<file path="src/rtl/simplecpu_uart_loader.sv">
// Serial program loader for simplecpu: 8N1 receiver plus frame loader.
// Holds the CPU in reset while writing 16 bytes, releases on good checksum.
module simplecpu_uart_loader #(
  parameter int          CLKS_PER_BIT = 16,
  parameter logic [7:0]  SYNC_BYTE    = 8'hA5
) (
  input  logic       clk,
  input  logic       reset,
  input  logic       rx_in,
  output logic       load_ram,
  output logic [3:0] load_addr,
  output logic [7:0] load_data,
  output logic       cpu_reset_n,
  output logic       busy,
  output logic       done,
  output logic       error
);

  localparam int CW =
    (CLKS_PER_BIT > 2) ? $clog2(CLKS_PER_BIT) : 1;
  localparam logic [CW-1:0] LP_FULL =
    CW'(CLKS_PER_BIT - 1);
  localparam logic [CW-1:0] LP_HALF =
    CW'(CLKS_PER_BIT / 2 - 1);

  typedef enum logic [1:0] {
    R_IDLE,
    R_START,
    R_DATA,
    R_STOP
  } rstate_t;

  typedef enum logic [2:0] {
    L_WAIT_SYNC,
    L_LOAD,
    L_CHECK,
    L_RUN,
    L_ERROR
  } lstate_t;

  logic          r_rx_meta;
  logic          r_rx_sync;

  rstate_t       r_rstate;
  logic [CW-1:0] r_cnt;
  logic [2:0]    r_bitn;
  logic [7:0]    r_shift;
  logic [7:0]    r_byte;
  logic          r_byte_valid;
  logic          r_frame_err;

  lstate_t       r_lstate;
  logic [3:0]    r_idx;
  logic [7:0]    r_sum;
  logic          r_load_ram;
  logic [3:0]    r_load_addr;
  logic [7:0]    r_load_data;
  logic          r_cpu_reset_n;
  logic          r_busy;
  logic          r_done;
  logic          r_error;

  logic [7:0]    w_sum_next;

  assign w_sum_next = r_sum + r_byte;

  // Two-flop synchroniser; idle line is high.
  always_ff @(posedge clk) begin
    if (!reset) begin
      r_rx_meta <= 1'b1;
      r_rx_sync <= 1'b1;
    end else begin
      r_rx_meta <= rx_in;
      r_rx_sync <= r_rx_meta;
    end
  end

  // 8N1 receiver: mid-bit sampling, single-cycle byte/framing pulses.
  always_ff @(posedge clk) begin
    if (!reset) begin
      r_rstate     <= R_IDLE;
      r_cnt        <= '0;
      r_bitn       <= '0;
      r_shift      <= '0;
      r_byte       <= '0;
      r_byte_valid <= 1'b0;
      r_frame_err  <= 1'b0;
    end else begin
      r_byte_valid <= 1'b0;
      r_frame_err  <= 1'b0;
      unique case (r_rstate)
        R_IDLE: begin
          r_cnt <= '0;
          if (!r_rx_sync) begin
            r_rstate <= R_START;
          end
        end
        R_START: begin
          if (r_cnt == LP_HALF) begin
            r_cnt  <= '0;
            r_bitn <= '0;
            if (r_rx_sync) begin
              r_rstate <= R_IDLE;
            end else begin
              r_rstate <= R_DATA;
            end
          end else begin
            r_cnt <= r_cnt + 1'b1;
          end
        end
        R_DATA: begin
          if (r_cnt == LP_FULL) begin
            r_cnt   <= '0;
            r_shift <= {r_rx_sync, r_shift[7:1]};
            if (r_bitn == 3'd7) begin
              r_rstate <= R_STOP;
            end else begin
              r_bitn <= r_bitn + 1'b1;
            end
          end else begin
            r_cnt <= r_cnt + 1'b1;
          end
        end
        R_STOP: begin
          if (r_cnt == LP_FULL) begin
            r_cnt    <= '0;
            r_rstate <= R_IDLE;
            if (r_rx_sync) begin
              r_byte       <= r_shift;
              r_byte_valid <= 1'b1;
            end else begin
              r_frame_err <= 1'b1;
            end
          end else begin
            r_cnt <= r_cnt + 1'b1;
          end
        end
        default: r_rstate <= R_IDLE;
      endcase
    end
  end

  // Loader FSM with registered RAM strobe and CPU reset control.
  always_ff @(posedge clk) begin
    if (!reset) begin
      r_lstate      <= L_WAIT_SYNC;
      r_idx         <= '0;
      r_sum         <= '0;
      r_load_ram    <= 1'b0;
      r_load_addr   <= '0;
      r_load_data   <= '0;
      r_cpu_reset_n <= 1'b0;
      r_busy        <= 1'b0;
      r_done        <= 1'b0;
      r_error       <= 1'b0;
    end else begin
      r_load_ram <= 1'b0;
      unique case (r_lstate)
        L_WAIT_SYNC, L_ERROR, L_RUN: begin
          if (r_byte_valid && r_byte == SYNC_BYTE) begin
            r_lstate      <= L_LOAD;
            r_idx         <= '0;
            r_sum         <= '0;
            r_busy        <= 1'b1;
            r_error       <= 1'b0;
            r_done        <= 1'b0;
            r_cpu_reset_n <= 1'b0;
          end
        end
        L_LOAD: begin
          if (r_frame_err) begin
            r_lstate <= L_ERROR;
            r_error  <= 1'b1;
            r_busy   <= 1'b0;
          end else if (r_byte_valid) begin
            r_load_ram  <= 1'b1;
            r_load_addr <= r_idx;
            r_load_data <= r_byte;
            r_sum       <= w_sum_next;
            if (r_idx == 4'hF) begin
              r_lstate <= L_CHECK;
            end else begin
              r_idx <= r_idx + 1'b1;
            end
          end
        end
        L_CHECK: begin
          if (r_frame_err) begin
            r_lstate <= L_ERROR;
            r_error  <= 1'b1;
            r_busy   <= 1'b0;
          end else if (r_byte_valid) begin
            r_busy <= 1'b0;
            if (w_sum_next == 8'h00) begin
              r_lstate      <= L_RUN;
              r_cpu_reset_n <= 1'b1;
              r_done        <= 1'b1;
            end else begin
              r_lstate <= L_ERROR;
              r_error  <= 1'b1;
            end
          end
        end
        default: r_lstate <= L_WAIT_SYNC;
      endcase
    end
  end

  assign load_ram    = r_load_ram;
  assign load_addr   = r_load_addr;
  assign load_data   = r_load_data;
  assign cpu_reset_n = r_cpu_reset_n;
  assign busy        = r_busy;
  assign done        = r_done;
  assign error       = r_error;

endmodule

</file>
<file path="config.mk">
export PLATFORM = sky130hd
export DESIGN_NAME = simplecpu_uart_loader
export DESIGN_NICKNAME = d
export VERILOG_FILES = /design/src/rtl/simplecpu_uart_loader.sv
export SDC_FILE = /design/constraint.sdc
export NUM_CORES = 1
export LEC_CHECK = 0
export BUFFER_PORTS_ARGS = -buffer_cell sky130_fd_sc_hd__clkbuf_2
export CAP_MARGIN = 5
export CORE_ASPECT_RATIO = 1.25
export CORE_MARGIN = 2
export CORE_UTILIZATION = 35
export CTS_BUF_LIST = sky130_fd_sc_hd__clkbuf_4 sky130_fd_sc_hd__clkbuf_8
export DETAILED_ROUTE_END_ITERATION = 6
export SLEW_MARGIN = 20
export SYNTH_ARGS = -nofsm -noshare
export SYNTH_HDL_FRONTEND = slang
export SYNTH_SLANG_ARGS = --single-unit
</file>
<file path="constraint.sdc">
create_clock -name clk -period 2.7 [get_ports clk]
set_clock_uncertainty 0.2 [all_clocks]
set_input_delay 0.54 -clock clk [delete_from_list [all_inputs] [get_ports clk]]
set_output_delay 0.54 -clock clk [all_outputs]
set_load 0.02 [all_outputs]
</file>
* Word level (Yosys, flattened, before mapping)
Cells that the tools add are included.
** Storage, ports and cells
- Register bits :: 60
- Output and inout bits :: 17
** Operators by class
- Reduce and logical (&&, ||, !) cells :: 23
- Equal/unequal tests :: 30
- Bitwise gates (word level) :: 3
- Add/subtract/negate cells :: 4
- Muxes and demuxes :: 49
** Operator list (number)
- 3-bit two-way mux :: 10
- 2-bit != test, second input constant :: 14
- 4-bit two-way mux :: 6
- 8-bit two-way mux :: 3
- 5-bit AND reduction :: 4
- 8-bit one-hot mux with 2 select lines :: 1
- 4-bit AND reduction :: 4
- 1-bit two-way mux :: 15
- 2-bit two-way mux :: 6
- 3-bit != test, second input constant :: 4
- 4-bit one-hot mux with 3 select lines :: 1
- 3-bit one-hot mux with 3 select lines :: 1
- 3-bit AND reduction :: 3
- 4-bit by 1-bit adder with 4-bit output, second input constant :: 2
- 8-bit adder :: 1
- 4-bit equality test, second input constant :: 2
- 8-bit equality test, second input constant :: 1
- 8-bit zero test :: 1
- 2-bit one-hot mux with 4 select lines :: 1
- 4-bit one-hot mux with 2 select lines :: 1
- 3-bit by 2-bit equality test with 1-bit output, second input constant :: 2
- 3-bit equality test, second input constant :: 2
- 1-bit one-hot mux with 3 select lines :: 2
- 3-bit one-hot mux with 2 select lines :: 1
- other kinds (15) :: 21

* Longest topological paths before layout
- Word-level depth :: 6
- Depth in mapped cells :: 9
- Gate-level depth less buffers :: 8

* Worst setup path before layout
Ideal clock, no wire load.
- Path kind :: register to register
- Start :: register r_byte[0]
- End :: register r_error (netlist: error)
- Data arrival time :: 2.345 ns
- Path buffers :: 0
- Setup slack :: 0.037 ns
- Cell stages (with the launch flop) :: 9
- Path through :: dfxtp_1 ha_1 fa_1 and3_1 o21ai_0 nor3b_1 a311oi_1 or4b_4 a32o_1
** On the way
- Word-level cells in the longest chain between the ends :: 4
** RTL lines
- from (decl) :: RTL line 48 : logic [7:0] r_byte;
- from (signal assigned) :: RTL line 129 : r_byte <= r_shift;
- 8-bit adder or 8-bit equality test (tied branches) :: RTL line 65, 160
- 8-bit zero test or 1-bit logical AND (tied branches) :: RTL line 194, 160
- 3-bit != test (no line) or 2-bit != test (tied branches)
- 5-bit AND reduction (no line) (*)
- to (signal assigned) :: RTL line 173 : r_error <= 1'b1;
- to (signal assigned) :: RTL line 190 : r_error <= 1'b1;
- to (signal assigned) :: RTL line 200 : r_error <= 1'b1;
- to (decl) :: RTL line 61 : logic r_error;
Every way passes the cells marked *; elsewhere a longest branch is shown, timed or not.
A chain may end at the register's enable or synchronous reset.

* Worst setup path in the final report
- Start :: register r_byte[0]
- End :: register r_lstate[2]
** On the way
- Word-level cells in the longest chain between the ends :: 6
** RTL lines
- 8-bit adder :: RTL line 65 : assign w_sum_next = r_sum + r_byte;
- 8-bit zero test :: RTL line 194 : if (w_sum_next == 8'h00) begin
- 3-bit two-way mux :: RTL line 194
- 3-bit two-way mux :: RTL line 192 : end else if (r_byte_valid) begin
- 3-bit two-way mux :: RTL line 188 : if (r_frame_err) begin
- 3-bit one-hot mux with 3 select lines :: RTL line 158 : unique case (r_lstate)
- to (signal assigned) :: RTL line 161 : r_lstate <= L_LOAD;
- to (signal assigned) :: RTL line 189 : r_lstate <= L_ERROR;
- to (signal assigned) :: RTL line 195 : r_lstate <= L_RUN;
- to (decl) :: RTL line 52 : lstate_t r_lstate;
Parallel ways exist; a longest one is shown, timed or not. The select of a mux whose other input is x is not followed.

==> results.md <==
- Run status: complete, no violations
- Fraction of the mapped netlist area in compound gates: 12.34%
- Final min period: about 2.7 ns
- Final setup violating endpoints: 0
- Row count: 35
- Switch Pwr: 0.4993 mW
- Area Overhead vs Synth: 18.24%
- Clock transition at the register clock pins on the worst setup and hold paths after CTS: 0.07 ns
- Pin count of the biggest net entering global routing: 48
- Dominant cell type by area after synthesis: sky130_fd_sc_hd__dfxtp_1
- Gate Count Post-Synth: slightly above 300
- RSZ-0062 raised after global routing: yes
- Number of antenna violations at the first check in global routing: 0
- Critical-path cell list: ha_4 -> fa_2 -> buf_6 -> xor2_2 -> nor4_2 -> nand3_1 -> or4b_4 -> a31o_4
- Worst-Skew Late Latency: 0.35 ns
- Master cell of the clock root buffer: sky130_fd_sc_hd__clkbuf_8
- Mux contribution to synthesized area: 7.416%
- Number of synthesized flops with an enable pin: 0
- Clock Power Share: 37.9%
- Detail Placement HPWL: 3.765 mm
- Max-slew violation count: 0
- Gate power share: 11.0%
- Final wirelength: 5.611 mm
- TritonCTS clock tree: done
- Leakage power figure: 1.293 nW
- Fraction of registers with async set/reset: 0%
- Number of flip-flops and latches in the synthesized netlist: 60
- IO Port Bufs: 19
- Initial drt markers: 103
- Initial Utilization: 36.49%
- Type of origin of the critical path: flip-flop
- Clock Path Buffers: 2
- Number of detailed-route iterations in the first pass: 4
- Wirelength per Cell: 12.78 um
- Routed via count: 2161
- Crit path largest cell delay: approximately 0.60 ns
- Power share of the sequential group: 51.1%
- Horizontal die dimension: 82.80 um
- Post-layout power: 1.819 mW
- Cell Int Power: 1.320 mW
- Class of the most critical hold timing path: input pin to flip-flop
- Crit path max fanout: 5
- Instance area after placement: 2965 um2
- Total Die Area: 8486 um2
- Critical path data required time: approximately 2.8 ns
- Share of synthesized cell area in and, or, nand and nor gates: approximately a quarter
- Peak supply drop: between 0.2 and 0.25 mV
- Most used flip-flop cell after synthesis: sky130_fd_sc_hd__dfxtp_1
- Synth Area per Inst: 8.734 um2
- Antenna diode count: 0
- Count of H-tree levels built during CTS: 3
- Via count of the first global-routing pass: 1961
- Number of top-level design ports: 20
- Worst Setup End Kind: flip-flop
- GRT overflow: 0
- Maxcap violations: 0
- Weighted congestion reported at the end of routability-driven placement: about 0.85
- Slowest-stage cell, CP: sky130_fd_sc_hd__or4b_4
- First-pass GRT wire length: 9.059 mm
- Worst EP arrival: 2.75 ns
- Die boundary height: 102.5 um
- Cell area after synthesis: approximately 2700 um2
- Largest family of logic cells by synthesized area: simple AND/OR/NAND/NOR gates
- Syn nets: 326
- Synth unique cells: 46
- Number of buffers inserted by hold repair at cts: 0
- Number of nets with antenna violations after routing: 0
- Number of vias per cell: 4.923
- Area of the core: 7445 um2
- Fmax achieved: 370.4 MHz
- CTS buffer count: 9
- Setup TNS: 0 ns
- Seq/Total Area, Yosys: 44.22%
- Number of sinks on the clock net: 60
- Switching fraction of total power: 27.45%
- Synth warn: 0
- Commonest non-fill, non-tap cells in the layout: sky130_fd_sc_hd__dfxtp_1, sky130_fd_sc_hd__nand2_1, sky130_fd_sc_hd__nor2_1
- Relative max-transition margin: around 63%
- Total global-route track usage: 14.45%
- Worst hold slack after final layout: between 0.15 and 0.2 ns
- Share of the synthesized area in the top cell type: between 40% and 50%
- Fraction of final layout cells with drive strength greater than 1: 19.88%
- Worst Setup Path Type: flip-flop to flip-flop
- Residual DRC count: 0
- Net count of the finished layout: about 360
- Transition time at the pin with the least slew margin: 0.5507 ns
- Adder-cell share of the synthesized area: 5.804%
- Power Dens Cells: around 570 nW/um2
- Layout filler cell count: 750
- Most frequent standard cell in the layout excluding fill and tap cells: sky130_fd_sc_hd__dfxtp_1
- Dominant cells by area after synthesis: sky130_fd_sc_hd__dfxtp_1, sky130_fd_sc_hd__mux2i_1, sky130_fd_sc_hd__nand2_1
- Synthesized-area fraction occupied by xor and xnor cells: 3.547%
- Fraction of the cycle the final worst path needs: 100.0%
- Number of failing hold endpoints at the final stage: 0
- Final standard cell area without fillers: approximately 3200 um2
synthesized netlist by cell type (2+ instances only):
cell	count
sky130_fd_sc_hd__o2111ai_1	2
sky130_fd_sc_hd__mux2i_1	19
sky130_fd_sc_hd__dfxtp_1	60
sky130_fd_sc_hd__a22oi_1	3
sky130_fd_sc_hd__o21ai_0	7
sky130_fd_sc_hd__or3_1	3
sky130_fd_sc_hd__nand2b_1	7
sky130_fd_sc_hd__ha_1	11
sky130_fd_sc_hd__and2_1	3
sky130_fd_sc_hd__nand2_1	45
sky130_fd_sc_hd__xnor2_1	5
sky130_fd_sc_hd__inv_1	4
sky130_fd_sc_hd__nor2b_1	3
sky130_fd_sc_hd__nand3_1	10
sky130_fd_sc_hd__nor3b_1	4
sky130_fd_sc_hd__nor3_1	4
sky130_fd_sc_hd__xor2_1	6
sky130_fd_sc_hd__or2_2	2
sky130_fd_sc_hd__clkbuf_1	10
sky130_fd_sc_hd__nor2_1	44
sky130_fd_sc_hd__and3b_1	2
sky130_fd_sc_hd__a21oi_1	29
sky130_fd_sc_hd__and3_1	4
sky130_fd_sc_hd__o211ai_1	2
power groups by stage:
stage          clock, mW  sequential, mW  combinational [mW]
6_report           0.689           0.930               0.200
5_1_grt            0.745           0.933               0.229
4_1_cts            0.704           0.930               0.198
3_5_place_dp           0           0.950               0.197
3_3_place_gp           0           0.948               0.196
2_1_floorplan          0           0.933               0.167
per-layer routing:
metal	vias to the layer above	wire length (um)	track usage, %
li1	1131	-	-
met1	996	2653	18.13
met2	21	2646	21.40
met3	13	137	3.853
met4	0	174	9.962
met5	-	0	0
per-stage QoR:
step,setup slack (ns),cells,util [%]
2_1_floorplan,0.03716,311,-
3_3_place_gp,-0.04554,422,39.83
3_5_place_dp,-0.07853,422,39.83
4_1_cts,0.008294,438,42.08
5_1_grt,-0.05243,439,43.14
6_report,0.000008438,439,43.14
worst paths after layout:
path                  start          end  slack [ns]  cells past startpoint
setup / recovery  r_byte[0]  r_lstate[2]    0.000008                      8
hold / removal        rx_in    r_rx_meta        0.16                      2
setup reg to reg  r_byte[0]  r_lstate[2]    0.000008                      8
hold reg to reg   r_rx_meta    r_rx_sync        0.21                      1
sequential cells by signal, summed over array words and instances (netlist names), 3 cells and up, named ones only:
register	flops
r_bitn	3
load_data	8
r_cnt	4
r_byte	8
r_idx	4
r_shift	8
load_addr	4
r_sum	8
r_lstate	3
kinds of logic (layout without fill, tap and decap cells):
group                      after synthesis  count (layout)
and+or+nand+nor                        137             137
xor gates and xnor gates                11              11
AOI/OAI and AO/OA                       53              53
DFF                                     60              60
muxes                                   20              20
buffers and inverters                   18              54
adders and majority gates               12              12
critical path: cells and delay by family (launching register included):
family	cells	cell delay, ns
buffers and inverters	1	0.12
AOI/OAI and AO/OA	1	0.24
and+or+nand+nor	3	1.00
adders and majority gates	2	0.51
xor gates and xnor gates	1	0.17
DFF	1	0.34
repair_timing:
action,CTS,global route
setup endpoints to repair,2,3
setup buffers,0,1
gates resized for setup,1,14
pin swaps,1,9
cell type report:
cell class                      instances  area (um2)  share of cell area (%)
Sequential cell                        60        1205                   37.51
Clock inverter                          7       43.79                   1.363
Multi-Input combinational cell        233        1498                   46.63
Timing Repair Buffer                   34       211.5                   6.584
Clock buffer                            9       123.9                   3.857
Tap cell                               92       115.1                   3.584
Inverter                                4       15.01                  0.4675
(Power assumes the default switching activity.)
